$ cat config.mk
export PLATFORM = sky130hd
export DESIGN_NAME = mdu_sequencer
export DESIGN_NICKNAME = d
export VERILOG_FILES = /design/src/rtl/mdu_sequencer.sv
export SDC_FILE = /design/constraint.sdc
export NUM_CORES = 1
export LEC_CHECK = 0
export CAP_MARGIN = 20
export CORE_ASPECT_RATIO = 0.9
export CORE_MARGIN = 10
export CORE_UTILIZATION = 40
export DETAILED_ROUTE_END_ITERATION = 10
export SKIP_LAST_GASP = 1
export SLEW_MARGIN = 25
export SYNTH_ARGS = -nofsm -noshare
export SYNTH_HDL_FRONTEND = slang
export SYNTH_SLANG_ARGS = --single-unit
$ cat constraint.sdc
create_clock -name CLK -period 5.4 [get_ports CLK]
set_input_delay 0.54 -clock CLK [delete_from_list [all_inputs] [get_ports CLK]]
set_output_delay 0.54 -clock CLK [all_outputs]
set_load 0.01 [all_outputs]
$ cat src/rtl/mdu_sequencer.sv
// Iterative RV32M multiply/divide unit: shift-add multiply and restoring divide,
// one iteration per cycle, with a stall output and a one-cycle result-valid pulse.
module mdu_sequencer #(
  parameter int WIDTH = 32
) (
  input  logic             CLK,
  input  logic             RST,
  input  logic             StartE,
  input  logic [2:0]       FunctE,
  input  logic [WIDTH-1:0] A,
  input  logic [WIDTH-1:0] B,
  input  logic             FlushE,
  output logic             BusyE,
  output logic             ValidM,
  output logic [WIDTH-1:0] ResultM
);

  localparam int CW = $clog2(WIDTH) + 1;
  localparam logic [CW-1:0] LAST_CNT = CW'(WIDTH - 1);
  localparam logic [WIDTH-1:0] MIN_NEG = {1'b1, {(WIDTH-1){1'b0}}};

  typedef enum logic [1:0] {IDLE = 2'd0, CALC = 2'd1, DONE = 2'd2} state_e;

  state_e               state_q, state_d;
  logic [2:0]           funct_q, funct_d;
  logic                 neg_q, neg_d;
  logic [WIDTH-1:0]     opnd_q, opnd_d;
  logic [2*WIDTH-1:0]   acc_q, acc_d;
  logic [CW-1:0]        count_q, count_d;
  logic [WIDTH-1:0]     result_q, result_d;
  logic                 valid_q, valid_d;

  function automatic logic [WIDTH-1:0] neg_w(input logic [WIDTH-1:0] v);
    return ~v + {{(WIDTH-1){1'b0}}, 1'b1};
  endfunction

  function automatic logic [2*WIDTH-1:0] neg_2w(input logic [2*WIDTH-1:0] v);
    return ~v + {{(2*WIDTH-1){1'b0}}, 1'b1};
  endfunction

  logic               a_signed, b_signed, a_neg, b_neg;
  logic [WIDTH-1:0]   abs_a, abs_b, special_res;
  logic               is_special;
  logic [WIDTH:0]     mul_sum, rem_sh;
  logic [WIDTH+1:0]   trial;
  logic [2*WIDTH-1:0] mul_next, div_next, acc_step, prod_fix;
  logic [WIDTH-1:0]   div_sel, calc_res;

  assign a_signed = (FunctE == 3'b001) || (FunctE == 3'b010) ||
                    (FunctE == 3'b100) || (FunctE == 3'b110);
  assign b_signed = (FunctE == 3'b001) || (FunctE == 3'b100) || (FunctE == 3'b110);
  assign a_neg    = a_signed & A[WIDTH-1];
  assign b_neg    = b_signed & B[WIDTH-1];
  assign abs_a    = a_neg ? neg_w(A) : A;
  assign abs_b    = b_neg ? neg_w(B) : B;

  // Divide-by-zero and signed overflow are resolved at start without iterating.
  always_comb begin
    is_special  = 1'b0;
    special_res = '0;
    if (FunctE[2] && (B == '0)) begin
      is_special  = 1'b1;
      special_res = FunctE[1] ? A : '1;
    end else if (FunctE[2] && !FunctE[0] && (A == MIN_NEG) && (B == '1)) begin
      is_special  = 1'b1;
      special_res = FunctE[1] ? '0 : MIN_NEG;
    end else begin
      is_special  = 1'b0;
      special_res = '0;
    end
  end

  assign mul_sum  = {1'b0, acc_q[2*WIDTH-1:WIDTH]} + {1'b0, opnd_q};
  assign mul_next = acc_q[0] ? {mul_sum, acc_q[WIDTH-1:1]} : {1'b0, acc_q[2*WIDTH-1:1]};
  assign rem_sh   = {acc_q[2*WIDTH-1:WIDTH], acc_q[WIDTH-1]};
  assign trial    = {1'b0, rem_sh} - {2'b00, opnd_q};
  assign div_next = trial[WIDTH+1] ? {rem_sh[WIDTH-1:0], acc_q[WIDTH-2:0], 1'b0}
                                   : {trial[WIDTH-1:0], acc_q[WIDTH-2:0], 1'b1};
  assign acc_step = funct_q[2] ? div_next : mul_next;
  assign prod_fix = neg_q ? neg_2w(acc_step) : acc_step;
  assign div_sel  = funct_q[1] ? acc_step[2*WIDTH-1:WIDTH] : acc_step[WIDTH-1:0];

  // Final result is taken from the last iteration's value so it registers on entry to DONE.
  always_comb begin
    calc_res = '0;
    case (funct_q)
      3'b000:                 calc_res = prod_fix[WIDTH-1:0];
      3'b001, 3'b010, 3'b011: calc_res = prod_fix[2*WIDTH-1:WIDTH];
      default:                calc_res = neg_q ? neg_w(div_sel) : div_sel;
    endcase
  end

  // Next-state and datapath control.
  always_comb begin
    state_d  = state_q;
    funct_d  = funct_q;
    neg_d    = neg_q;
    opnd_d   = opnd_q;
    acc_d    = acc_q;
    count_d  = count_q;
    result_d = result_q;
    valid_d  = 1'b0;
    case (state_q)
      IDLE: begin
        if (FlushE) begin
          state_d = IDLE;
        end else if (StartE) begin
          funct_d = FunctE;
          neg_d   = (FunctE[2] && FunctE[1]) ? a_neg : (a_neg ^ b_neg);
          count_d = '0;
          opnd_d  = FunctE[2] ? abs_b : abs_a;
          acc_d   = {{WIDTH{1'b0}}, (FunctE[2] ? abs_a : abs_b)};
          if (is_special) begin
            state_d  = DONE;
            result_d = special_res;
            valid_d  = 1'b1;
          end else begin
            state_d = CALC;
          end
        end else begin
          state_d = IDLE;
        end
      end
      CALC: begin
        if (FlushE) begin
          state_d = IDLE;
        end else begin
          acc_d   = acc_step;
          count_d = count_q + {{(CW-1){1'b0}}, 1'b1};
          if (count_q == LAST_CNT) begin
            state_d  = DONE;
            result_d = calc_res;
            valid_d  = 1'b1;
          end else begin
            state_d = CALC;
          end
        end
      end
      DONE:    state_d = IDLE;
      default: state_d = IDLE;
    endcase
  end

  // State and datapath registers.
  always_ff @(posedge CLK or posedge RST) begin
    if (RST) begin
      state_q  <= IDLE;
      funct_q  <= 3'b000;
      neg_q    <= 1'b0;
      opnd_q   <= '0;
      acc_q    <= '0;
      count_q  <= '0;
      result_q <= '0;
      valid_q  <= 1'b0;
    end else begin
      state_q  <= state_d;
      funct_q  <= funct_d;
      neg_q    <= neg_d;
      opnd_q   <= opnd_d;
      acc_q    <= acc_d;
      count_q  <= count_d;
      result_q <= result_d;
      valid_q  <= valid_d;
    end
  end

  assign BusyE   = (state_q != IDLE);
  assign ValidM  = valid_q;
  assign ResultM = result_q;

endmodule

==> results of run 1 <==
==> power by group through the flow <==
stage / logic, uW / clock network (uW) / registers, uW
after floorplan: 6030 / 0 / 1800
after global placement: 9480 / 0 / 1880
after detailed placement: 9520 / 0 / 1900
after CTS: 9590 / 1310 / 1880
after global routing: 10700 / 1360 / 1950
final: 10100 / 1310 / 1900
==> final cells by class <==
cell class / count / share of cell area
sequential: 140 / 0.169
multi-input combinational: 2094 / 0.647
tap: 600 / 0.0361
clock buffer: 20 / 0.0215
timing repair buffer: 250 / 0.103
clock inverter: 12 / 0.00788
inverter: 87 / 0.0161
==> repair_timing <==
item / in CTS / in global routing
endpoints found under the setup margin: 2 / 21
pin swaps: 0 / 6
buffers inserted: 0 / 1
resized for setup: 1 / 29
==> per-stage QoR <==
step / util / hold slack, ns / power [uW] / TNS [ns] / worst slack (ns)
after floorplan: - / 0.460 / 7830 / 0 / 0.280
after global placement: 0.454 / 0.490 / 11400 / 0 / 0.151
after detailed placement: 0.454 / 0.502 / 11400 / 0 / 0.0184
after CTS: 0.468 / 0.516 / 12800 / 0 / 0.0265
after global routing: 0.471 / 0.542 / 14000 / -0.0620 / -0.0391
final: 0.471 / 0.510 / 13300 / 0 / 0.145
==> sequential cells by signal (all words and copies together) (netlist names) <==
| name | cells |
|---|---|
| ResultM | 32 |
| acc_q | 64 |
| count_q | 6 |
| funct_q | 3 |
| neg_q | 1 |
| opnd_q | 32 |
| state_q | 2 |
==> cell usage in the layout (no fill, tap or decap), types with 18 or more instances in the layout <==
| master | count |
|---|---|
| a211oi_1 | 43 |
| a21o_1 | 33 |
| a21oi_1 | 223 |
| a31oi_1 | 35 |
| and2_1 | 25 |
| buf_4 | 145 |
| clkdlybuf4s50_1 | 103 |
| dfrtp_1 | 137 |
| ha_1 | 66 |
| inv_1 | 84 |
| mux2i_1 | 46 |
| nand2_1 | 267 |
| nand2b_1 | 32 |
| nand3_1 | 55 |
| nand4_1 | 51 |
| nor2_1 | 237 |
| nor3_1 | 77 |
| nor4_1 | 20 |
| o211ai_1 | 31 |
| o21a_1 | 18 |
| o21ai_0 | 246 |
| o31ai_1 | 30 |
| or3_1 | 23 |
| xnor2_1 | 86 |
| xor2_1 | 70 |
==> path summary, 6_finish.rpt <==
path / endpoint / cells past startpoint / slack, ns
max in group asynchronous: funct_q[2] / 3 / 3.77
worst min register to register: count_q[4] / 1 / 0.51
worst min-delay path: count_q[4] / 1 / 0.51
worst max-delay path: ResultM[27] / 14 / 0.15
min in group asynchronous: opnd_q[4] / 2 / 0.56
worst max register to register: ResultM[27] / 14 / 0.15
==> routing by layer <==
| metal | routed length (um) | part of all wire | vias up |
|---|---|---|---|
| met5 | 148 | 0.0017 | - |
| met2 | 36300 | 0.42 | 1284 |
| met4 | 4800 | 0.055 | 2 |
| met1 | 36400 | 0.42 | 10200 |
| li1 | - | - | 9451 |
| met3 | 9630 | 0.11 | 206 |
==> logic make-up after synthesis <==
logic type,count (synthesis)
muxes,66
buffers and inverters,256
DFF,140
xor gates and xnor gates,156
AOI/OAI and AO/OA,896
and+or+nand+nor,904
adders and majority gates,72
==> results by group, run 1 <==
Setup path
  • CP Data Required Time: 5.73 ns
  • Kind of end point of the critical path: flop
  • Slowest cell on crit path: o311ai_0
  • Critical path type: flop to flop
  • Critical path data arrival time: 5.59 ns
  • Cell repeated most along the worst path: buf_4
  • Crit path max-delay family: compound AO/OA/AOI/OAI gates
  • CP max FO: 10
  • CP Cell Sequence: ha_2, nand2_1, nor4_4, a21o_1, o31a_4, nor2_1, buf_4, o311ai_0, o2111ai_2, nand4b_2, buf_4, o41ai_1, mux2i_1, a21oi_1
  • Startpoint types: flop
  • Worst setup path startpoint: acc_q[40]
  • Critical R2R Launch: acc_q[40]
  • CP bufs+invs: 2
  • Crit path largest cell delay: 0.61 ns

Pwr
  • Int Pwr: 5800 uW
  • Power per Cell Area: roughly 640 mW/mm2
  • Part of the power in the clock network: 0.099
  • Switch share: 0.562
  • Leakage: 0.00820 uW
  • Seq pwr share: 0.143
  • Max VDD drop: 0.000305 V
  • Net Switching: 7460 uW
  • Power share of the combinational group: 0.758

Place
  • Hpwl dp: 69100 um
  • Port buffer count: 104
  • Placed cell areas: 0.0200 mm2
  • Placer Congestion: ~1.1
  • Placed instance count: between 3000 and 4000

Min path
  • Worst min-delay path startpoint: count_q[4]
  • HP Class: flop to flop

Timing
  • Worst clock skew: 0.0193 ns
  • Fin. max-slew vios: 0
  • Slew @ Worst Pin: 1.12 ns
  • Max-slew headroom at the worst pin: 0.247
  • Final period utilization: 0.973
  • Unrepaired setup endpoints after global routing: true
  • Fmax: 0.190 GHz
  • Fin crit period: 5.25 ns
  • Final Hold Fails: 0
  • Final setup viols: 0

Cells and area
  • Final Instance Area: 0.0208 mm2
  • Final #Nets: 2733
  • Post-Layout Cell Count: around 3200
  • Reg area: 0.00351 mm2
  • Share of cells above drive strength 1: 0.107
  • Multi-input logic area: 0.0134 mm2
  • # fillers: 4487
  • Area Overhead vs Synth: 16.7%
  • ANT cells: 0

Global route
  • Initial antenna violation count: 0
  • Grt met1 use: 0.425
  • Gr ovfl total: 0
  • GRT Max-Usage Layer: met2
  • Grt met2 use: 0.455
  • All-Layer GR Usage: 0.315
  • First-pass GRT wire length: 128000 um
  • Largest net degree at the start of global routing: 98
  • Met3 usage: 0.0803
  • Vias in the first global route: 19600

Yosys
  • Synth cell count leaders: nand2_1 (269), o21ai_0 (248), nor2_1 (237)
  • Synth Warn #: 0
  • Average cell area after synthesis: 7.15 um2
  • Synth top area share: 0.197
  • Post-synthesis compound-gate area fraction: 0.329
  • Number of synthesized flops with an enable pin: 0
  • Mux contribution to synthesized area: 0.0398
  • Top-count cell post-synth: nand2_1
  • Primary FF master, synth: dfrtp_1
  • Async SR Flop Fraction: 1.00
  • Largest family of logic cells by synthesized area: compound AO/OA/AOI/OAI gates
  • Seq/Total Area, Yosys: 0.197
  • Post-synthesis cell count: 2490
  • Post-Synth XOR/XNOR Area: 0.0767
  • Syn nets: 2633
  • Main area contributors after synthesis: dfrtp_1 (20%), o21ai_0 (7.0%), a21oi_1 (6.4%), nand2_1 (5.7%), nor2_1 (5.0%)
  • Synth Cell Area: 0.0178 mm2
  • FF+latch count, synth: 140
  • Simple-gate area share of the yosys netlist: 0.249
  • Biggest area consumer among synthesized cells: dfrtp_1
  • Post-Synth Adder-Cell Area: 0.0514
  • Cell variety after synth: between 100 and 150

Floorplanning
  • Chip height: 220 um
  • Site Rows: 73
  • Die ar.: 0.0534 mm2
  • Core ar.: between 0.04 and 0.05 mm2
  • Die X-Extent: 242 um
  • Initial Utilization: 0.404
  • Boundary pin count: 105

Clocking
  • Num CTS Buffers: 17
  • CTS tree: built
  • CTS sink count: 140
  • Skew-Pair Late Insertion Delay: ~0.48 ns
  • Clock Path Buffers: 2
  • Hold_buf cts: 0
  • CTS clk-pin slew, worst paths: 0.07 ns
  • Clock root buffer: clkbuf_16
  • CTS H-tree lvls: 4

Routing
  • DR WL/cell: 27.2 um
  • Pre-antenna DRT Iters: 8
  • DRC violations left: 0
  • Via count: 21200
  • Starting DRC count in detailed routing: 3047
  • Vias per cell: 6.61
  • DRT Wirelength: 87200 um
  • DRT antenna net count: 0

Outcome
  • Outcome: finished clean

Run
  • Max_cap viols: 0
Power figures use the tool's default switching activity.
==> inputs of run 2 (changes only) <==
--- a/config.mk
+++ b/config.mk
@@ -10,7 +10,6 @@
 export CORE_MARGIN = 10
 export CORE_UTILIZATION = 40
 export DETAILED_ROUTE_END_ITERATION = 10
-export SKIP_LAST_GASP = 1
 export SLEW_MARGIN = 25
 export SYNTH_ARGS = -nofsm -noshare
 export SYNTH_HDL_FRONTEND = slang
==> run 2 against run 1 <==
Flip-flop and latch count stayed put. Core utilization hardly changed. First-iteration DRC count is 0.59% higher. Via count is 0.19% lower. Cell count hardly changed. Register-to-register slack hardly changed. Critical endpoint unchanged. Global-route usage stayed put. Largest cell class unchanged. Non-clock buffer count stayed put. Clock-buffer cell count stayed put.
==> results by group, run 2 (synthesized netlist as in run 1, its figures left out) <==
Timing
  • Worst clock skew: 0.0161 ns (was 0.0193 ns)
  • Final Hold Fails: 0 (unchanged)
  • Fmax: 0.191 GHz (was 0.190 GHz)
  • Max-slew headroom at the worst pin: 0.250 (was 0.247)
  • Fin crit period: 5.25 ns (about the same)
  • Worst Setup Slack, final: 0.151 ns (was 0.145 ns)
  • Final setup viols: 0 (unchanged)
  • Fin. max-slew vios: 0 (unchanged)
  • Unrepaired setup endpoints after global routing: true (unchanged)
  • Final period utilization: 0.972 (was 0.973)
  • Slew @ Worst Pin: 1.12 ns (about the same)

Floorplanning
  • Initial Utilization: 0.404 (unchanged)
  • Core ar.: 0.0441 mm2 (unchanged)
  • Site Rows: 73 (unchanged)
  • Boundary pin count: 105 (unchanged)
  • Die ar.: 0.0534 mm2 (unchanged)
  • Die X-Extent: 242 um (unchanged)
  • Chip height: 220 um (unchanged)

Setup path
  • Kind of end point of the critical path: flop (unchanged)
  • Crit path largest cell delay: 0.61 ns (about the same)
  • Critical R2R Launch: acc_q[41] (was acc_q[40])
  • Slowest cell on crit path: o311ai_0 (unchanged)
  • CP Cell Sequence: ha_1, buf_4, nand2_1, nor4_4, a21o_1, o31a_4, nor2_1, buf_4, o311ai_0, o2111ai_2, nand4b_2, buf_4, o41ai_1, mux2i_1, a21oi_1 (was ha_2, nand2_1, nor4_4, a21o_1, o31a_4, nor2_1, buf_4, o311ai_0, o2111ai_2, nand4b_2, buf_4, o41ai_1, mux2i_1, a21oi_1)
  • Critical path type: flop to flop (unchanged)
  • FF-to-FF path depth: 15 (was 14)
  • Startpoint types: flop (unchanged)
  • End of the critical path: ResultM[27] (unchanged)
  • CP Data Required Time: 5.73 ns (about the same)
  • Worst setup path startpoint: acc_q[41] (was acc_q[40])
  • Crit path max-delay family: compound AO/OA/AOI/OAI gates (unchanged)
  • R2R Path End: ResultM[27] (unchanged)
  • Critical path data arrival time: 5.58 ns (was 5.59 ns)
  • Crit. path cell count: 15 (was 14)
  • R2R setup slack: 0.15 ns (about the same)
  • Cell repeated most along the worst path: buf_4 (unchanged)
  • CP max FO: 10 (unchanged)
  • CP bufs+invs: 3 (was 2)

Routing
  • DRC violations left: 0 (unchanged)
  • Pre-antenna DRT Iters: 8 (unchanged)
  • Vias per cell: 6.59 (was 6.61)
  • DR WL/cell: 27.2 um (about the same)
  • DRT antenna net count: 0 (unchanged)
  • DRT Wirelength: 87200 um (about the same)
  • Via count: 21100 (was 21200)
  • Starting DRC count in detailed routing: 3065 (was 3047)

Global route
  • First-pass GRT wire length: 128000 um (unchanged)
  • Vias in the first global route: 19600 (unchanged)
  • All-Layer GR Usage: 0.315 (unchanged)
  • Gr ovfl total: 0 (unchanged)
  • Largest net degree at the start of global routing: 98 (unchanged)
  • Initial antenna violation count: 0 (unchanged)

Clocking
  • CTS sink count: 140 (unchanged)
  • Clock Path Buffers: 2 (unchanged)
  • Clock root buffer: clkbuf_16 (unchanged)
  • CTS tree: built (unchanged)
  • Skew-Pair Late Insertion Delay: 0.48 ns (about the same)
  • CTS H-tree lvls: 4 (unchanged)
  • Num CTS Buffers: 17 (unchanged)
  • CTS clk-pin slew, worst paths: 0.07 ns (about the same)

Pwr
  • Total power draw: 13300 uW (about the same)
  • Power per Cell Area: 638 mW/mm2 (about the same)
  • Max VDD drop: 0.000303 V (was 0.000305 V)
  • Leakage: 0.00820 uW (about the same)

Outcome
  • Outcome: finished clean (unchanged)

Place
  • Worst slack, placed: 0.0184 ns (unchanged)
  • Hpwl dp: 69100 um (unchanged)
  • Placer Congestion: 1.07 (unchanged)
  • Port buffer count: 104 (unchanged)

Min path
  • HP Class: flop to flop (unchanged)

Cells and area
  • # fillers: 4486 (was 4487)
  • Final #Nets: 2733 (unchanged)
  • Area Overhead vs Synth: 16.8% (was 16.7%)
  • Share of cells above drive strength 1: 0.108 (was 0.107)
  • Largest register FFs: 64 (unchanged)
  • Reg with most FFs: acc_q (unchanged)
  • Most common cell after layout, fill and taps aside: nand2_1 (unchanged)
  • Most frequent cells in the layout: nand2_1 (267), o21ai_0 (246), nor2_1 (237), a21oi_1 (223), buf_4 (145) (unchanged)

Run
  • Max_cap viols: 0 (unchanged)
## run 2: how the worst min path moves through the flow
stage	startpoint	end	slack (ns)	cells past startpoint
after global routing	opnd_q[25]	opnd_q[25]	0.54	2
after CTS	opnd_q[25]	opnd_q[25]	0.52	2
after floorplan	count_q[4]	count_q[4]	0.46	1
after detailed placement	opnd_q[25]	opnd_q[25]	0.50	2
after global placement	count_q[4]	count_q[4]	0.49	1
final	count_q[4]	count_q[4]	0.51	1
## run 2: metrics by stage
stage | utilization | hold WS (ns) | std cells | TNS [ns] | area (um2)
2_1_floorplan | - | 0.460 | 2490 | 0 | 17800
4_1_cts | 0.468 | 0.516 | 3202 | 0 | 20700
3_3_place_gp | 0.454 | 0.490 | 3170 | 0 | 20000
6_report | 0.472 | 0.510 | 3204 | 0 | 20800
3_5_place_dp | 0.454 | 0.502 | 3170 | 0 | 20000
5_1_grt | 0.471 | 0.542 | 3203 | -0.0279 | 20800
## run 2: final cells by class
cell class / instances / area, um2 / area share
well taps: 600 / 751 / 0.0361
clock buffers: 20 / 447 / 0.0215
diodes: 1 / 2.50 / 0.000120
multi-input cells: 2094 / 13500 / 0.647
repair buffers: 250 / 2140 / 0.103
clock inverters: 12 / 164 / 0.00788
flip-flops and latches: 140 / 3510 / 0.169
inverters: 87 / 335 / 0.0161
## run 2: report_power, final
| part | internal [uW] | switching (uW) |
|---|---|---|
| clock network | 743 | 564 |
| logic | 3630 | 6420 |
| registers | 1430 | 469 |
| total | 5810 | 7450 |
## run 2: what timing repair did
action,4_1_cts,5_1_grt
gates resized for setup,1,31
pin swaps,0,6
hold buffers,0,0
setup buffers,0,1
setup endpoints to repair,2,21
hold endpoints to repair,0,0
## run 2: per-layer routing
metal,wire length (um),vias up,global-route usage,part of all wire
li1,-,9436,-,-
met1,36200,10100,0.425,0.42
met2,36000,1333,0.455,0.41
met3,9880,219,0.0803,0.11
met4,4950,2,0.164,0.057
met5,148,-,0.0196,0.0017
==> patch (flow settings as in run 1) <==
Change the parameter `WIDTH` from 32 to 16.
--- a/src/rtl/mdu_sequencer.sv
+++ b/src/rtl/mdu_sequencer.sv
@@ -3,3 +3,3 @@
 module mdu_sequencer #(
-  parameter int WIDTH = 32
+  parameter int WIDTH = 16
 ) (
Ports: changed (resized A, B and ResultM); port bits go from 105 to 57. No check against the original RTL was run, so the function may have changed too.
==> patch against run 1 <==
Core utilization fell by 0.90 points. Non-clock buffer count decreased by 177. Power fell by 55%. Final cell count is 54% lower. Worst setup slack improved by 0.65 ns. Clock power shrank 49%. Area after synthesis fell by 52%. Clock skew fell by 0.0066 ns. Sequential share of layout area grew 2.4 points. Sequential power decreased by 47%. Design area decreased by 53%. Sequential cell count is 65 lower. Routed wire length is 63% lower. Critical path type unchanged.
==> patch: results (changes against run 1) <==
outcome finished clean (unchanged); H-tree levels 3 (was 4); first-pass GRT wire length 50400 µm (was 128000 µm); slew margin rel. 32.7% (was 24.7%); routed wl met3 2890 µm (was 9630 µm); vias in the first global route 8409 (was 19600); non-clk buf share 7.08% (was 10.3%); FMAX 0.217 GHz (was 0.190 GHz); fillers 2206 (was 4487); Worst Setup EP ResultM[12]$_DFFE_PP0P_ (was ResultM[27]$_DFFE_PP0P_); Seq cells 75 (was 140); met3 Usage GRT 5.47% (was 8.03%); WP data arrival 4.85 ns (was 5.59 ns); Worst path slowest cell a21oi_2 (was o311ai_0); placed inst area 9410 µm² (was 20000 µm²); Max Fanout on Critical Path 13 (was 10); IR drop worst, VDD 0.214 mV (was 0.305 mV); synthesized net count 1250 (was 2633); Clock Skew 0.0127 ns (was 0.0193 ns); CLK BUF 9 (was 20); largest net degree at the start of global routing 53 (was 98); Seq/total area 19.3% (was 16.9%); routed len/inst 22.0 µm (was 27.2 µm); multi-input gate share of the layout cell area 64.8% (was 64.7%); pre-CTS setup slack 0.970 ns (was 0.0184 ns); initial antenna violation count 2 (was 0); Highest Signal Layer met4 (was met5); hold_sp ResultM[0]$_DFFE_PP0P_ (was count_q[4]$_DFFE_PP0P_); bufs w/o clock 73 (was 250)
## patch: cell types whose count changed in the layout (fill, tap and decap cells not counted), sizes merged, moves of 36 or more
cell and change:
nand2 -133, o21ai -136, nor2 -129, dfrtp -65, xnor2 -38, nand4 -36
a21oi -116, xor2 -39, buf -130, inv -37, clkdlybuf4s50 -47, nor3 -53
## patch: where the power goes
| part | total [µW] | internal, µW | switching (µW) |
|---|---|---|---|
| Clock | 665 | 367 | 298 |
| Combinational | 4240 | 1580 | 2660 |
| Sequential | 1000 | 751 | 252 |
| Total | 5900 | 2690 | 3210 |
## patch: cells by family (layout without fill, tap and decap cells)
logic type / count (synthesis) / in the layout / synth area share, %
buf+inv: 119 / 139 / 5.44
fa+ha+maj: 41 / 41 / 6.12
compound gates: 420 / 420 / 31.6
xor+xnor: 79 / 79 / 8.02
mux: 38 / 38 / 4.61
flops: 75 / 75 / 21.8
simple gates: 398 / 398 / 22.4
